**src/rtl/fmap_stream_sink.sv**
```systemverilog
// Feature-map stream sink: captures one CHANNEL x SIZE x SIZE frame in raster order and
// serves it through a registered random-access read port.
module fmap_stream_sink #(
    parameter int unsigned N       = 16,
    parameter int unsigned CHANNEL = 3,
    parameter int unsigned SIZE    = 6,
    parameter int unsigned ADDR_W  = 6
) (
    input  logic                   clk,
    input  logic                   rst,
    input  logic                   ce,
    input  logic                   input_vld,
    input  logic [CHANNEL*N-1:0]   input_din,
    input  logic                   input_end,
    input  logic                   clear,
    input  logic                   rd_en,
    input  logic [ADDR_W-1:0]      rd_addr,
    output logic [CHANNEL*N-1:0]   rd_dout,
    output logic                   rd_dout_vld,
    output logic                   frame_done,
    output logic [ADDR_W:0]        pixel_count,
    output logic                   err_short,
    output logic                   err_overflow
);

    localparam int unsigned      Words    = SIZE * SIZE;
    localparam int unsigned      W        = CHANNEL * N;
    localparam logic [ADDR_W:0]  WordsCnt = (ADDR_W + 1)'(Words);
    localparam logic [ADDR_W-1:0] LastPtr = ADDR_W'(Words - 1);

    typedef enum logic [1:0] {StIdle, StCapture, StDone} state_e;

    state_e            state_q, state_d;
    logic [ADDR_W-1:0] wr_ptr_q, wr_ptr_d;
    logic [ADDR_W:0]   count_q, count_d;
    logic              short_q, short_d;
    logic              ovf_q, ovf_d;
    logic              mem_we;
    logic              rd_in_range;
    logic [W-1:0]      rd_dout_q;
    logic              rd_vld_q;

    logic [W-1:0] mem [Words];

    always_comb begin
        state_d  = state_q;
        wr_ptr_d = wr_ptr_q;
        count_d  = count_q;
        short_d  = short_q;
        ovf_d    = ovf_q;
        mem_we   = 1'b0;
        // clear dominates any word presented in the same cycle
        if (clear) begin
            state_d  = StIdle;
            wr_ptr_d = '0;
            count_d  = '0;
            short_d  = 1'b0;
            ovf_d    = 1'b0;
        end else if (ce && input_vld) begin
            if (state_q == StDone) begin
                ovf_d = 1'b1;
            end else begin
                mem_we   = 1'b1;
                wr_ptr_d = wr_ptr_q + ADDR_W'(1);
                count_d  = count_q + (ADDR_W + 1)'(1);
                state_d  = StCapture;
                if (wr_ptr_q == LastPtr) begin
                    state_d = StDone;
                end else if (input_end) begin
                    state_d = StDone;
                    short_d = 1'b1;
                end
            end
        end
    end

    always_ff @(posedge clk or posedge rst) begin
        if (rst) begin
            state_q  <= StIdle;
            wr_ptr_q <= '0;
            count_q  <= '0;
            short_q  <= 1'b0;
            ovf_q    <= 1'b0;
        end else begin
            state_q  <= state_d;
            wr_ptr_q <= wr_ptr_d;
            count_q  <= count_d;
            short_q  <= short_d;
            ovf_q    <= ovf_d;
        end
    end

    // Buffer is deliberately left out of reset so it maps onto block RAM.
    always_ff @(posedge clk) begin
        if (mem_we) begin
            mem[wr_ptr_q] <= input_din;
        end
    end

    assign rd_in_range = {1'b0, rd_addr} < WordsCnt;

    always_ff @(posedge clk or posedge rst) begin
        if (rst) begin
            rd_dout_q <= '0;
            rd_vld_q  <= 1'b0;
        end else begin
            rd_vld_q <= rd_en;
            if (rd_en) begin
                rd_dout_q <= rd_in_range ? mem[rd_addr] : '0;
            end
        end
    end

    assign rd_dout      = rd_dout_q;
    assign rd_dout_vld  = rd_vld_q;
    assign frame_done   = (state_q == StDone);
    assign pixel_count  = count_q;
    assign err_short    = short_q;
    assign err_overflow = ovf_q;

endmodule

```
**config.mk**
```make
export PLATFORM = sky130hd
export DESIGN_NAME = fmap_stream_sink
export DESIGN_NICKNAME = d
export VERILOG_FILES = /design/src/rtl/fmap_stream_sink.sv
export SDC_FILE = /design/constraint.sdc
export NUM_CORES = 2
export LEC_CHECK = 0
export ABC_CLOCK_PERIOD_IN_PS = 11000
export CAP_MARGIN = 30
export CORE_MARGIN = 10
export CORE_UTILIZATION = 47
export DETAILED_ROUTE_END_ITERATION = 6
export PLACE_DENSITY = 0.62
export SLEW_MARGIN = 20
export SYNTH_ARGS = -nofsm -noshare
export SYNTH_HDL_FRONTEND = slang
export SYNTH_SLANG_ARGS = --single-unit
```
**constraint.sdc**
```tcl
create_clock -name clk -period 11 [get_ports clk]
set_clock_uncertainty 0.05 [all_clocks]
set_input_delay 1.65 -clock clk [delete_from_list [all_inputs] [get_ports clk]]
set_output_delay 1.65 -clock clk [all_outputs]
set_load 0.01 [all_outputs]
```
## Yosys cells after proc, flatten, opt, wreduce, memory -nomap -nowiden

Memories as Yosys holds them, arrays and structs flattened.
Cells that the tools add are included.

- Memories: 1
- RAM bits: 1,728
- Flip-flop bits (word level): 66
- Bits of input ports: 61

- Magnitude comparators: 1
- Multiplexer cells: 25
- Add/sub/neg operators: 2
- Equality and inequality tests: 4
- Reduce and logical (&&, ||, !) cells: 7

Memory list:

| name | depth | bits a word | rd ports | clocked after memory_dff | wr ports | line | text |
|---|---|---|---|---|---|---|---|
| mem | 36 | 48 | 1 | 0 | 1 | 43 | `logic [W-1:0] mem [Words];` |

Operators by type and width:

| cell | number |
|---|---|
| $mux 48 | 1 |
| $mux 7 | 3 |
| $mux 6 | 3 |
| $mux 1 | 13 |
| $mux 2 | 5 |
| $add 7x1->7 const B | 1 |
| $add 6x1->6 const B | 1 |
| $eq 6x6->1 const B | 1 |
| $lt 6x6->1 const B | 1 |
| $reduce_bool 2->1 | 3 |
| $ne 2x2->1 const B | 2 |
| $reduce_and 2->1 | 2 |
| $reduce_and 4->1 | 1 |
| $eq 2x2->1 const B | 1 |
| $logic_and 1x1->1 | 1 |

## Logic depth before layout (Yosys ltp)

- Word-level depth: 6
- Gate-level depth with buffers: 9

## Least setup slack after synthesis

Ideal clock, no wire load.

- Path type: input to register
- Start: in clear
- End: mem mem[31][0] in the netlist's numbering (enable)
- Path buffers: 1
- Stages: 4
- Setup slack: 5.888 ns
- Library setup time: 0.454 ns
- Data arrival time: 4.609 ns
- Path through: clkbuf_1 > nor4b_1 > nand3_1 > nor2_1

- Cells in the longest elaborated chain, start to end: 3

Ends and longest elaborated chain:

| element | line | text |
|---|---|---|
| start, declared | 15 | `input logic clear,` |
| $mux 1 | 53 | `if (clear) begin` |
| $mux 1 | 95 | `if (mem_we) begin` |
| $mux 1 (implied by the code) | 96 | `mem[wr_ptr_q] <= input_din;` |
| end, declared | 43 |  |

Every way passes these cells.

## Worst setup path after layout

- Start: in clear
- End: mem mem[32][38] in the netlist's numbering (enable)

The elaborated chain is that of the path after synthesis.

==> implementation parameters <==
Parameter                              Value

Cells and area
  Most common cell after layout, fill and taps aside    sky130_fd_sc_hd__edfxtp_1
  Area Growth Syn to Fin    14.2%
  Net count of the finished layout    3475
  Commonest cells after routing, fill and taps aside    1728 x sky130_fd_sc_hd__edfxtp_1, 335 x sky130_fd_sc_hd__mux4_2, 193 x sky130_fd_sc_hd__mux2i_1, 179 x sky130_fd_sc_hd__clkbuf_16, 106 x sky130_fd_sc_hd__buf_4
  Share of cells above drive strength 1    0.244

Pwr
  Leakage dissipation    24.9 nW
  Switch share    0.211
  Combinational share of power    0.052
  Sw Pwr    2.98 mW
  Internal portion of total power    11.1 mW
  Sequential fraction of design power    0.535
  Worst IR Drop VDD    0.000143 V
  Power Dens Cells    180 nW/um^2
  Share of total power in the clock network    0.414

Critical path
  Worst Path Max Fanout    25
  Length in cells of the worst reg-to-reg path    6
  Flop-to-flop setup slack    7.18 ns
  Reg-to-Reg Start    state_q[1]
  Crit path capture type    register
  Launching element type of the critical path    input pin
  CP arrival    5.33 ns
  Worst endpoint required time    11.38 ns
  Classification of the worst setup path    input pin to register
  Reg2Reg Capture Point    mem[32][38]
  First element of the critical path    clear
  CP endpoint    mem[32][38]

Clock network
  Largest buffer count on any clock path    3
  Clock H-tree levels    4
  Register clock-pin slew on the reported worst setup and hold paths    0.06 ns
  Count of clock tree sinks    1794
  TritonCTS clock tree    built
  Post-CTS Hold Buffers    0
  Setup fix buffers added after clock tree synthesis    0
  Cells resized by post-CTS repair    0
  Insertion delay to the later sink of the worst-skew pair    0.81 ns
  Master cell of the clock root buffer    sky130_fd_sc_hd__clkbuf_16
  Cts bufs inserted    176

Detailed routing
  Routed wirelength normalized by instance count    33.0 um
  Vias per std cell    6.28
  Remaining design rule violation count    0
  Total via count after detailed routing    34400
  Post-detailed-routing wire length    181 mm
  Count of routing violations after the opening detailed-route iteration    4215
  Final ANT Viol Nets    0
  Number of detailed-route iterations in the first pass    5

Timing
  Final slew viol count    0
  Final critical delay including setup and external delays    4.94 ns
  Setup Total Neg Slack    0 ns
  Max Fclk    0.202 GHz
  Total count of hold-check failures in the final report    0
  Worst Slack Setup Final    6.06 ns
  Slew headroom    0.217
  RSZ-0062 raised after global routing    false
  Final setup violation count    0
  Slew of the pin with the lowest slew margin    1.17 ns
  Period utilisation layout    0.449

Global routing
  Total congestion overflow    0
  Most crowded layer after global routing    met2
  GR Layer Usage met3    0.0506
  Wire length of the first global-routing pass    260 mm
  Total routing usage reported by global routing    0.222
  Vias in the first global route    34900
  Global Route met2 Usage    0.345
  GR met1 Demand/Resource    0.319
  Antenna violations before repair    10
  Maximum number of pins on one net before global-route repair    116

Die
  Number of rows created at floorplan    140
  Total die area    162000 sq um
  Initial cell density of the core    0.472
  Die height    402 um
  Overall die width    402 um
  Core area    146000 sq um
  Ports placed on the boundary    120

Yosys
  Netlist Area Pre-Place    68700 sq um
  Synth Register Bits    1794
  Number of enable-type register cells in the synthesized netlist    1728
  Syn. warnings    0
  Post-synth top flop    sky130_fd_sc_hd__edfxtp_1
  Post-Synthesis Mean Instance Area    21.6 sq um
  Share of synthesized registers carrying an async set or reset    0.0368
  Total nets after synthesis    3245
  Post-synth cell types    40
  Register area share after synthesis    0.779
  Syn Inst Count    3182

Worst hold path
  Class of the most critical hold timing path    register to register

Job
  Max_cap viols    0

Place
  Post-Place Worst Slack    5.28 ns
  DPL Wire Length    101 mm
  Count of port buffers added during placement    119
  Placer's final routability congestion estimate    0.811

Status
  Result of the run    completed
[power groups by stage]
stage          Clock [mW]  Combinational, mW  Sequential [mW]
3_5_place_dp            0              0.730             7.69
4_1_cts              5.93              0.733             7.55
2_1_floorplan           0              0.353             7.68
3_3_place_gp            0              0.712             7.69
5_1_grt              6.21              0.771             7.54
6_report             5.84              0.730             7.54
[cells by family (layout without fill, tap and decap cells)]
| group | after synthesis | after routing | share of synthesized area |
|---|---|---|---|
| other | 0 | 1 | 0 |
| AND/OR/NAND/NOR | 209 | 209 | 0.0165 |
| AO/OA/AOI/OAI | 348 | 348 | 0.0361 |
| XOR/XNOR | 10 | 10 | 0.00127 |
| multiplexers | 624 | 624 | 0.154 |
| adder cells (fa/ha/maj) | 2 | 2 | 0.000364 |
| flip-flops | 1794 | 1794 | 0.779 |
| buffers and inverters | 195 | 575 | 0.0131 |
[final cells by class]
class | instances | area [sq um]
antenna | 1 | 2.50
inverter | 4 | 17.5
tap | 1917 | 2400
sequential | 1794 | 53500
clock buffer | 248 | 4900
fill | 10900 | 67100
clock inverter | 80 | 719
timing repair buffer | 243 | 2300
multi-input combinational | 1193 | 14600
[Yosys cell counts, types with 49 or more instances]
library cell	instances	area (sq um)
sky130_fd_sc_hd__a21oi_1	52	260
sky130_fd_sc_hd__buf_2	65	325
sky130_fd_sc_hd__clkbuf_1	86	323
sky130_fd_sc_hd__dfrtp_1	66	1650
sky130_fd_sc_hd__edfxtp_1	1728	51900
sky130_fd_sc_hd__mux2_2	96	1080
sky130_fd_sc_hd__mux2i_1	193	1930
sky130_fd_sc_hd__mux4_2	335	7540
sky130_fd_sc_hd__nor2_1	58	218
sky130_fd_sc_hd__nor2b_1	54	338
sky130_fd_sc_hd__o21ai_0	49	245
sky130_fd_sc_hd__o221ai_1	49	429
[per-stage QoR]
step                      hold WS (ns)  power, mW   util  area, sq um  std cells
after detailed placement         0.466       8.42  0.499        72700       5143
after CTS                        0.493       14.2  0.538        78300       5471
final                            0.488       14.1  0.539        78500       5480
after global placement           0.449       8.40  0.498        72600       5134
after global routing             0.524       14.5  0.539        78500       5479
after floorplan                  0.434       8.04      -        68700       3182
[layer usage]
layer / vias up / share of wire
met2: 1820 / 0.47
met3: 255 / 0.095
met1: 18500 / 0.41
li1: 13900 / -
met5: - / 0.00022
met4: 6 / 0.023
[flip-flops by register name, indices dropped and copies added, names as in the netlist]
register      flops
rd_dout          48
wr_ptr_q          6
rd_dout_vld       1
err_short         1
mem            1728
pixel_count       7
err_overflow      1
state_q           2
[how the worst min path moves through the flow]
stage                               to  cells past startpoint  slack (ns)          from
after detailed placement  err_overflow                      2        0.47  err_overflow
after CTS                   state_q[0]                      2        0.49    state_q[0]
final                     err_overflow                      2        0.49  err_overflow
after floorplan             state_q[0]                      2        0.43    state_q[0]
after global routing      err_overflow                      2        0.52  err_overflow
after global placement      state_q[0]                      2        0.45    state_q[0]
[worst max-delay path, cell delays in order]
cell and delay, ns:
sky130_fd_sc_hd__clkdlybuf4s50_1 0.80, sky130_fd_sc_hd__nor4_2 0.88, sky130_fd_sc_hd__nand2_1 0.53, sky130_fd_sc_hd__nor2_4 0.87, sky130_fd_sc_hd__buf_4 0.55
Power figures use the tool's default switching activity.
